--- config.mk ---
export PLATFORM = sky130hd
export DESIGN_NAME = control_sequencer
export DESIGN_NICKNAME = d
export VERILOG_FILES = /design/src/rtl/cpu_ctrl_pkg.sv /design/src/rtl/op_decode.sv /design/src/rtl/control_sequencer.sv
export SDC_FILE = /design/constraint.sdc
export NUM_CORES = 1
export LEC_CHECK = 0
export ABC_AREA = 1
export CAP_MARGIN = 0
export CORE_AREA = 3 3 72 74
export CTS_CLUSTER_SIZE = 8
export DETAILED_ROUTE_END_ITERATION = 12
export DIE_AREA = 0 0 75 77
export GPL_TIMING_DRIVEN = 0
export PLACE_DENSITY_LB_ADDON = 0.1
export SYNTH_ARGS = -nofsm -noshare
export SYNTH_HDL_FRONTEND = slang
export SYNTH_SLANG_ARGS = --single-unit
--- constraint.sdc ---
create_clock -name clock -period 1.3 [get_ports clock]
set_input_delay 0.26 -clock clock [delete_from_list [all_inputs] [get_ports clock]]
set_output_delay 0.26 -clock clock [all_outputs]
set_load 0.01 [all_outputs]
--- src/rtl/cpu_ctrl_pkg.sv ---
// Shared types and encodings for the hardwired control sequencer.
// Opcodes, ALU codes, bus selects, FSM states and the control bundle.
package cpu_ctrl_pkg;

    typedef enum logic [3:0] {
        S_IDLE,
        S_T0,
        S_T1,
        S_T1W,
        S_T2,
        S_T3,
        S_T4,
        S_T5,
        S_HALT
    } state_t;

    typedef enum logic [2:0] {
        CLS_NOP,
        CLS_RTYPE,
        CLS_ITYPE,
        CLS_LDI,
        CLS_HALT
    } op_class_t;

    localparam logic [4:0] OP_ADD  = 5'b00011;
    localparam logic [4:0] OP_SUB  = 5'b00100;
    localparam logic [4:0] OP_AND  = 5'b00101;
    localparam logic [4:0] OP_OR   = 5'b00110;
    localparam logic [4:0] OP_ADDI = 5'b01000;
    localparam logic [4:0] OP_ANDI = 5'b01001;
    localparam logic [4:0] OP_ORI  = 5'b01010;
    localparam logic [4:0] OP_LDI  = 5'b01011;
    localparam logic [4:0] OP_NOP  = 5'b11010;
    localparam logic [4:0] OP_HALT = 5'b11011;

    localparam logic [3:0] ALU_NONE = 4'b0000;
    localparam logic [3:0] ALU_OR   = 4'b0001;
    localparam logic [3:0] ALU_AND  = 4'b0010;
    localparam logic [3:0] ALU_ADD  = 4'b0011;
    localparam logic [3:0] ALU_SUB  = 4'b0100;

    localparam logic [4:0] BUS_NONE = 5'b00000;
    localparam logic [4:0] BUS_ZLO  = 5'b10011;
    localparam logic [4:0] BUS_PC   = 5'b10100;
    localparam logic [4:0] BUS_MDR  = 5'b10101;

    typedef struct packed {
        logic       inc_pc;
        logic       e_pc;
        logic       e_ir;
        logic       e_y;
        logic       e_z;
        logic       e_mdr;
        logic       e_mar;
        logic       mdr_read;
        logic       ram_read;
        logic       ram_write;
        logic       gra;
        logic       grb;
        logic       grc;
        logic       e_rin;
        logic       e_rout;
        logic       ba_out;
        logic       imm_sel;
        logic       halted;
        logic [3:0] alu_op;
        logic [4:0] bus_sel;
    } ctrl_t;

endpackage

--- src/rtl/op_decode.sv ---
// Opcode classifier: maps a 5-bit opcode to its execution class
// and the ALU operation used in T4.
module op_decode
    import cpu_ctrl_pkg::*;
(
    input  logic [4:0] opcode,
    output op_class_t  op_class,
    output logic [3:0] alu_op
);

    always_comb begin
        op_class = CLS_NOP;
        alu_op   = ALU_NONE;
        unique case (1'b1)
            (opcode == OP_ADD):  begin op_class = CLS_RTYPE; alu_op = ALU_ADD; end
            (opcode == OP_SUB):  begin op_class = CLS_RTYPE; alu_op = ALU_SUB; end
            (opcode == OP_AND):  begin op_class = CLS_RTYPE; alu_op = ALU_AND; end
            (opcode == OP_OR):   begin op_class = CLS_RTYPE; alu_op = ALU_OR;  end
            (opcode == OP_ADDI): begin op_class = CLS_ITYPE; alu_op = ALU_ADD; end
            (opcode == OP_ANDI): begin op_class = CLS_ITYPE; alu_op = ALU_AND; end
            (opcode == OP_ORI):  begin op_class = CLS_ITYPE; alu_op = ALU_OR;  end
            (opcode == OP_LDI):  begin op_class = CLS_LDI;   alu_op = ALU_ADD; end
            (opcode == OP_HALT): op_class = CLS_HALT;
            default:             op_class = CLS_NOP;
        endcase
    end

endmodule

--- src/rtl/control_sequencer.sv ---
// Moore-style hardwired control unit: fetch T0-T2, execute T3-T5.
// Define CU_MEM_WAIT_EN to stretch T1W until mem_ready.
module control_sequencer
    import cpu_ctrl_pkg::*;
(
    input  logic        clock,
    input  logic        clear,
    input  logic        run,
    input  logic [31:0] ir,
    input  logic        mem_ready,
    output logic        incPC,
    output logic        e_PC,
    output logic        e_IR,
    output logic        e_Y,
    output logic        e_Z,
    output logic        e_MDR,
    output logic        e_MAR,
    output logic        MDR_read,
    output logic        ram_read,
    output logic        ram_write,
    output logic        Gra,
    output logic        Grb,
    output logic        Grc,
    output logic        e_Rin,
    output logic        e_Rout,
    output logic        BAout,
    output logic        imm_sel,
    output logic        halted,
    output logic [3:0]  ALU_op,
    output logic [4:0]  BusDataSelect,
    output logic [15:0] instr_count
);

    state_t     state;
    state_t     nxt;
    logic [4:0] op_q;
    logic       retire;
    op_class_t  cls;
    logic [3:0] dec_alu;
    ctrl_t      ctl;

    logic [26:0] ir_unused;
    assign ir_unused = ir[26:0];

    op_decode u_dec (
        .opcode   (op_q),
        .op_class (cls),
        .alu_op   (dec_alu)
    );

    always_ff @(posedge clock or negedge clear) begin
        if (!clear) begin
            state       <= S_IDLE;
            op_q        <= 5'b0;
            instr_count <= 16'h0;
        end else begin
            state <= nxt;
            if (state == S_T2)
                op_q <= ir[31:27];
            if (retire)
                instr_count <= instr_count + 16'd1;
        end
    end

`ifndef CU_MEM_WAIT_EN
    logic mem_ready_unused;
    assign mem_ready_unused = mem_ready;
`endif

    always_comb begin
        nxt    = state;
        retire = 1'b0;
        ctl    = '0;
        unique case (state)
            S_IDLE: if (run) nxt = S_T0;
            S_T0: begin
                ctl.bus_sel = BUS_PC;
                ctl.e_mar   = 1'b1;
                ctl.inc_pc  = 1'b1;
                nxt         = S_T1;
            end
            S_T1: begin
                ctl.ram_read = 1'b1;
                nxt          = S_T1W;
            end
            S_T1W: begin
                ctl.mdr_read = 1'b1;
                ctl.e_mdr    = 1'b1;
`ifdef CU_MEM_WAIT_EN
                if (mem_ready) nxt = S_T2;
`else
                nxt = S_T2;
`endif
            end
            S_T2: begin
                ctl.bus_sel = BUS_MDR;
                ctl.e_ir    = 1'b1;
                nxt         = S_T3;
            end
            S_T3: begin
                unique case (cls)
                    CLS_RTYPE, CLS_ITYPE: begin
                        ctl.grb    = 1'b1;
                        ctl.e_rout = 1'b1;
                        ctl.e_y    = 1'b1;
                        nxt        = S_T4;
                    end
                    CLS_LDI: begin
                        ctl.grb    = 1'b1;
                        ctl.ba_out = 1'b1;
                        ctl.e_y    = 1'b1;
                        nxt        = S_T4;
                    end
                    CLS_HALT: nxt = S_HALT;
                    default: begin
                        nxt    = S_T0;
                        retire = 1'b1;
                    end
                endcase
            end
            S_T4: begin
                ctl.alu_op = dec_alu;
                ctl.e_z    = 1'b1;
                if (cls == CLS_RTYPE) begin
                    ctl.grc    = 1'b1;
                    ctl.e_rout = 1'b1;
                end
                if (cls == CLS_ITYPE || cls == CLS_LDI)
                    ctl.imm_sel = 1'b1;
                nxt = S_T5;
            end
            S_T5: begin
                ctl.bus_sel = BUS_ZLO;
                ctl.gra     = 1'b1;
                ctl.e_rin   = 1'b1;
                nxt         = S_T0;
                retire      = 1'b1;
            end
            S_HALT: begin
                ctl.halted = 1'b1;
                if (run) nxt = S_T0;
            end
            default: nxt = S_IDLE;
        endcase
    end

    assign incPC         = ctl.inc_pc;
    assign e_PC          = ctl.e_pc;
    assign e_IR          = ctl.e_ir;
    assign e_Y           = ctl.e_y;
    assign e_Z           = ctl.e_z;
    assign e_MDR         = ctl.e_mdr;
    assign e_MAR         = ctl.e_mar;
    assign MDR_read      = ctl.mdr_read;
    assign ram_read      = ctl.ram_read;
    assign ram_write     = ctl.ram_write;
    assign Gra           = ctl.gra;
    assign Grb           = ctl.grb;
    assign Grc           = ctl.grc;
    assign e_Rin         = ctl.e_rin;
    assign e_Rout        = ctl.e_rout;
    assign BAout         = ctl.ba_out;
    assign imm_sel       = ctl.imm_sel;
    assign halted        = ctl.halted;
    assign ALU_op        = ctl.alu_op;
    assign BusDataSelect = ctl.bus_sel;

endmodule
Word-level counts from Yosys, hierarchy flattened:

Cells that the tools add are included.

* register bits: 25
* bits of input ports: 36
* output and inout port bits: 43
* word-level logic and storage cells: 63

* add/sub/neg operators: 1
* equal/unequal tests: 22
* muxes and demuxes: 26
* reductions and logical operators: 11

Operators by type and width (count)
* 4-bit case mux with 8 select lines: 1
* 3-bit case mux with 4 select lines: 2
* 5-bit by 4-bit equality test with 1-bit output (second input constant): 4
* 1-bit 2-to-1 mux: 17
* 16-bit by 1-bit adder with 16-bit output (second input constant): 1
* 4-bit by 3-bit equality test with 1-bit output (second input constant): 4
* 5-bit by 3-bit equality test with 1-bit output (second input constant): 3
* 5-bit case mux with 3 select lines: 1
* 3-bit OR reduction: 3
* 4-bit by 2-bit equality test with 1-bit output (second input constant): 2
* 4-bit 2-to-1 mux: 2
* 4-bit case mux with 2 select lines: 1
* 2-bit OR reduction: 4
* 4-bit OR reduction: 2
* 3-bit by 2-bit equality test with 1-bit output (second input constant): 2
* 5-bit by 2-bit equality test with 1-bit output (second input constant): 1
* 5-bit equality test (second input constant): 1
* 4-bit by 1-bit equality test with 1-bit output (second input constant): 1
* 4-bit equality test (second input constant): 1
* 4-bit zero test: 1
* 1-bit case mux with 2 select lines: 2
* 3-bit by 1-bit equality test with 1-bit output (second input constant): 1
* 3-bit equality test (second input constant): 1
* 2-bit by 1-bit inequality test with 1-bit output (second input constant): 1
* 1-bit logical OR: 1

Longest topological paths before layout:

* depth in word-level cells: 7
* gate-level depth with buffers: 9
* depth with buffers taken out: 8

By module:

Synthesis repeated with hierarchy kept, for this count alone.

* cells, all modules: 268
* area total of the unflattened synthesis: 1751.7 sq um

Modules (own cells, without submodules)
* control_sequencer: instances 1, cells each 239, area an instance 1631.6 sq um, seq. area each 625.6 sq um
* op_decode: instances 1, cells each 29, area an instance 120.1 sq um, seq. area each 0.0 sq um

Worst setup path after synthesis:

Ideal clock, no wire load.

* path type: register to output
* start point: register state[3]
* end point: output ALU_op[2]
* data arrival time: 1229 ps
* required time: 1040 ps
* slack: -189 ps
* cell stages (with the launch flop): 6
* buffers on the path: 0
* cell sequence: dfrtp_1 > inv_2 > nand2_1 > inv_1 > nand3_1 > nor4_1

* longest elaborated chain between the ends: 2

Ends and longest elaborated chain
* start, declared: RTL line control_sequencer.sv:34 `state_t state;`
* start signal, assigned: RTL line control_sequencer.sv:57 `state <= nxt;`
* 4-bit by 3-bit equality test with 1-bit output: RTL line control_sequencer.sv:74 `unique case (state)`
* 4-bit 2-to-1 mux: RTL line control_sequencer.sv:74
* end, declared: RTL line control_sequencer.sv:29 `output logic [3:0] ALU_op,`

No other way between the ends.

Final worst setup path:

* start point: register op_q[4]
* end point: output e_Rout

* longest elaborated chain between the ends: 7
* elaborated cells between the ends (all ways): 18
* classes of those cells: 11 x eq/ne; 4 x mux; 3 x reduce/logical

Ends and longest elaborated chain
* start, declared: RTL line control_sequencer.sv:36 `logic [4:0] op_q;`
* start signal, assigned: RTL line control_sequencer.sv:59 `op_q <= ir[31:27];`
* 5-bit by 3-bit equality test with 1-bit output (tied with other cells): RTL line op_decode.sv:18 `(opcode == OP_OR): begin op_class = CLS_RTYPE; alu_op = ALU_OR; end`
* 4-bit OR reduction (no source line) or 3-bit OR reduction (tied branches)
* 3-bit case mux with 4 select lines (*): RTL line op_decode.sv:14 `unique case (1'b1)`
* 3-bit by 1-bit equality test with 1-bit output or 3-bit by 2-bit equality test with 1-bit output (tied branches): RTL line control_sequencer.sv:101, control_sequencer.sv:124
* 2-bit OR reduction
* 1-bit 2-to-1 mux: RTL line control_sequencer.sv:101 `unique case (cls)`
* 1-bit case mux with 2 select lines (*): RTL line control_sequencer.sv:74
* end, declared: RTL line control_sequencer.sv:25 `output logic e_Rout,`

Every way passes the cells marked *; elsewhere a longest branch is shown, timed or not.

==> impl_metrics.toml <==
[clock_network]
cts-root-buf = "clkbuf_8"
cts.sinks = 25
ctsHoldBuffers = 0
clk_pin_slew_ns = 0.10
cts_max_level = 1
cts_tree = "done"
clk_latency_ns = 0.28
cts_buffer_depth = 2
cts_made_buffers = 3

[timing]
fin_ws_ns = -0.419
finalMaxSlewViolations = 0
timing.final.crit_period_ns = 1.72
post-route-period-util_pct = 132
final-hold-violation-count = 23
fin_tns_setup_ns = -10.04
worst_slew_pin_slew_ns = 0.658
fmax_mhz = 582
rsz0062_at_grt = "yes"
hold_slack_ns = -0.00851
slew_headroom_pct = 56.1
skew_ns = 0.00185
setup_viol = 40

[grt]
antenna_found_initial = 0
overflow = 0
grt_usage_pct = 20.5
first_global_vias = 1983
grt_pass1_wl_microns = 9250
grt_max_degree = 26

[yosys]
synth-simple-area-share_pct = 42.3
yosys.area_share.xor_xnor_pct = 3.55
synth_adder_area_share_pct = 0.724
ys_seq_elements = 25
syn_inst = 257
synth_common_cells = "86 x nand2_1, 36 x nor2_1, 29 x nand3_1"
async_flop_share_pct = 100
netlist_area_sq_um = 1730
synth.most_common_cell = "nand2_1"
synth_top_cells_by_area = "dfrtp_1 36%, nand2_1 19%, nand3_1 8.4%"
synth_top_cell_by_area = "dfrtp_1"
synth_top_area_share_pct = 36.2
ys_seq_area_share_pct = 36.2
synth_edf_count = 0
synth_top_family_by_area = "simple AND/OR/NAND/NOR gates"
synthMuxAreaShare_pct = 0
synth_area_per_cell_sq_um = 6.73
synth_compound_area_share_pct = 5.57
synthFlopType = "dfrtp_1"
yosysWarnings = 0
synth.distinct_cells = 25

[route]
vias_per_cell = 4.81
wl_microns = 5680
ant_nets = 0
num_vias = 2043
wl_per_cell_microns = 13.4
first_pass_iters = 5
drc = 0
drtIter0Drc = 94

[pwr]
power_frac_seq_pct = 21.2
max-vdd-ir-drop_mv = 1.03
clkPwrFrac_pct = 8.7
comb_power_share_pct = 70.1
power.total_w = 0.00572
p_leak_nw = 1.63
p_per_area_nw_per_um2 = 1810
intPower_w = 0.00321
p_sw_w = 0.00251
swShare_pct = 43.8

[floorplan]
dieArea_sq_um = 5780
core_sq_um = 4660
die_w_microns = 75
io_pins = 79
rows = 25
start_util_pct = 37.1
die_y_microns = 77

[place]
dp_cells = 360
gp_congestion = 0.856
port_buffers = 46
dpl_worst_slack_ns = -0.670
dpl.hpwl_microns = 3280

[setup_path]
critical_path_depth = 5
r2r_cells = 9
cp.arrival_ns = 1.46
worstReg2RegStart = "state[0]$_DFFE_PN0P_"
cp_slowest_cell = "dfrtp_2"
worstPathRequired_ns = 1.04
critPathCapture = "e_Rout"
crit_start = "op_q[4]$_DFFE_PN0P_"
crit_chain = "nor2_4, buf_4, nand2_2, o22ai_2, buf_2"
critical_path_peak_fanout = 4
path_buf_inv = 2
crit_family = "flip-flops"
cp-end-kind = "output pin"
cpPeakStageDelay_ns = 0.45
timing_worst_setup_path_type = "reg -> out"
worstSetupStartpointType = "flip-flop"
ff2ff_setup_slack_ns = -0.18
rr_endpoint = "instr_count[14]$_DFFE_PN0P_"

[finish]
fin_nets = 409
drive_above_1_share_pct = 48.8
area_delta_synth_final_pct = 82.9
final_cell_count_no_fill = 425
diodes = 0

[min_path]
min_path_type = "in -> async"

[outcome]
violations = "negative hold slack, negative setup slack"
status = "finished with violations"

[flow_run]
maxCapViolCount = 0
sequential cells by signal, indices dropped and copies added, names as in the netlist:
signal / flops
op_q: 5
instr_count: 16
state: 4
worst reg2reg max path, delay by kind of cell (launching register included):
kind,cells,cell delay [ns]
AO/OA/AOI/OAI,1,0.19
buffers and inverters,5,0.57
flip-flops,1,0.45
AND/OR/NAND/NOR,3,0.16
cell type report:
| cell class | count | area (sq um) |
|---|---|---|
| Tap cell | 54 | 67.6 |
| Buffer | 13 | 128 |
| Fill cell | 386 | 1500 |
| Clock inverter | 1 | 5.00 |
| Clock buffer | 3 | 41.3 |
| Inverter | 26 | 125 |
| Timing Repair Buffer | 107 | 952 |
| Multi-Input combinational cell | 196 | 1210 |
| Sequential cell | 25 | 638 |
placed cells by master (no fill, tap or decap), types with 2 or more instances in the layout:
cell type        count
xor2_1               3
buf_6               39
xnor2_1              4
nand2_1             64
inv_4                4
buf_4               43
nand2_2             20
nand2_4              6
clkdlybuf4s50_1      6
conb_1               4
o21ai_0              9
nor3_4               2
dlygate4sd2_1       14
clkbuf_2             2
dfrtp_1             15
dfrtp_2             10
buf_2               12
clkbuf_8             3
inv_2                6
buf_12               2
nor2_4               5
nand3_4              7
nand4_1              4
inv_1               14
nand2_8              2
nor2_2               6
nor2_1              25
a31oi_1              2
nand3_1             24
nand3_2              2
worst min path at each step:
stage | startpoint | to | slack [ns] | depth (start not counted)
final | clear | state[1]$_DFFE_PN0P_ | -0.009 | 1
after global routing | clear | instr_count[15]$_DFFE_PN0P_ | 0.05 | 1
after CTS | clear | instr_count[15]$_DFFE_PN0P_ | 0.39 | 1
after detailed placement | state[3]$_DFFE_PN0P_ | state[3]$_DFFE_PN0P_ | 0.53 | 2
after global placement | state[3]$_DFFE_PN0P_ | state[3]$_DFFE_PN0P_ | 0.52 | 2
after floorplan | clear | instr_count[0]$_DFFE_PN0P_ | -0.04 | 0
metrics by stage:
step / utilization (%) / area [sq um]
floorplan: - / 1810
global placement: 50.1 / 2340
detailed placement: 50.1 / 2340
CTS: 63.7 / 2970
global route: 67.9 / 3160
finish: 67.9 / 3160
routing by layer:
layer | track usage [%] | wire, microns
met1 | 27.3 | 2420
met2 | 34.1 | 2860
met3 | 2.36 | 276
met4 | 6.41 | 131
met5 | 0 | 0
repair_timing:
action	CTS	global route
buffers inserted	47	14
setup endpoints to repair	86	53
resized for setup	202	34
cloned	2	0
pin swaps	22	16
cells by family (layout without fill, tap and decap cells):
logic type	count (synthesis)	in the layout
AND/OR/NAND/NOR	169	169
buffers and inverters	39	150
flip-flops	25	25
AO/OA/AOI/OAI	15	15
XOR/XNOR	7	7
adder cells (fa/ha/maj)	1	1
other	1	4
power groups by stage:
stage	Combinational [W]	Clock, W	Sequential [W]
5_1_grt	0.00430	0.000529	0.00123
4_1_cts	0.00342	0.000504	0.00119
2_1_floorplan	0.00130	0	0.00126
6_report	0.00401	0.000498	0.00121
3_5_place_dp	0.00204	0	0.00129
3_3_place_gp	0.00202	0	0.00129
Power figures use the tool's default switching activity.
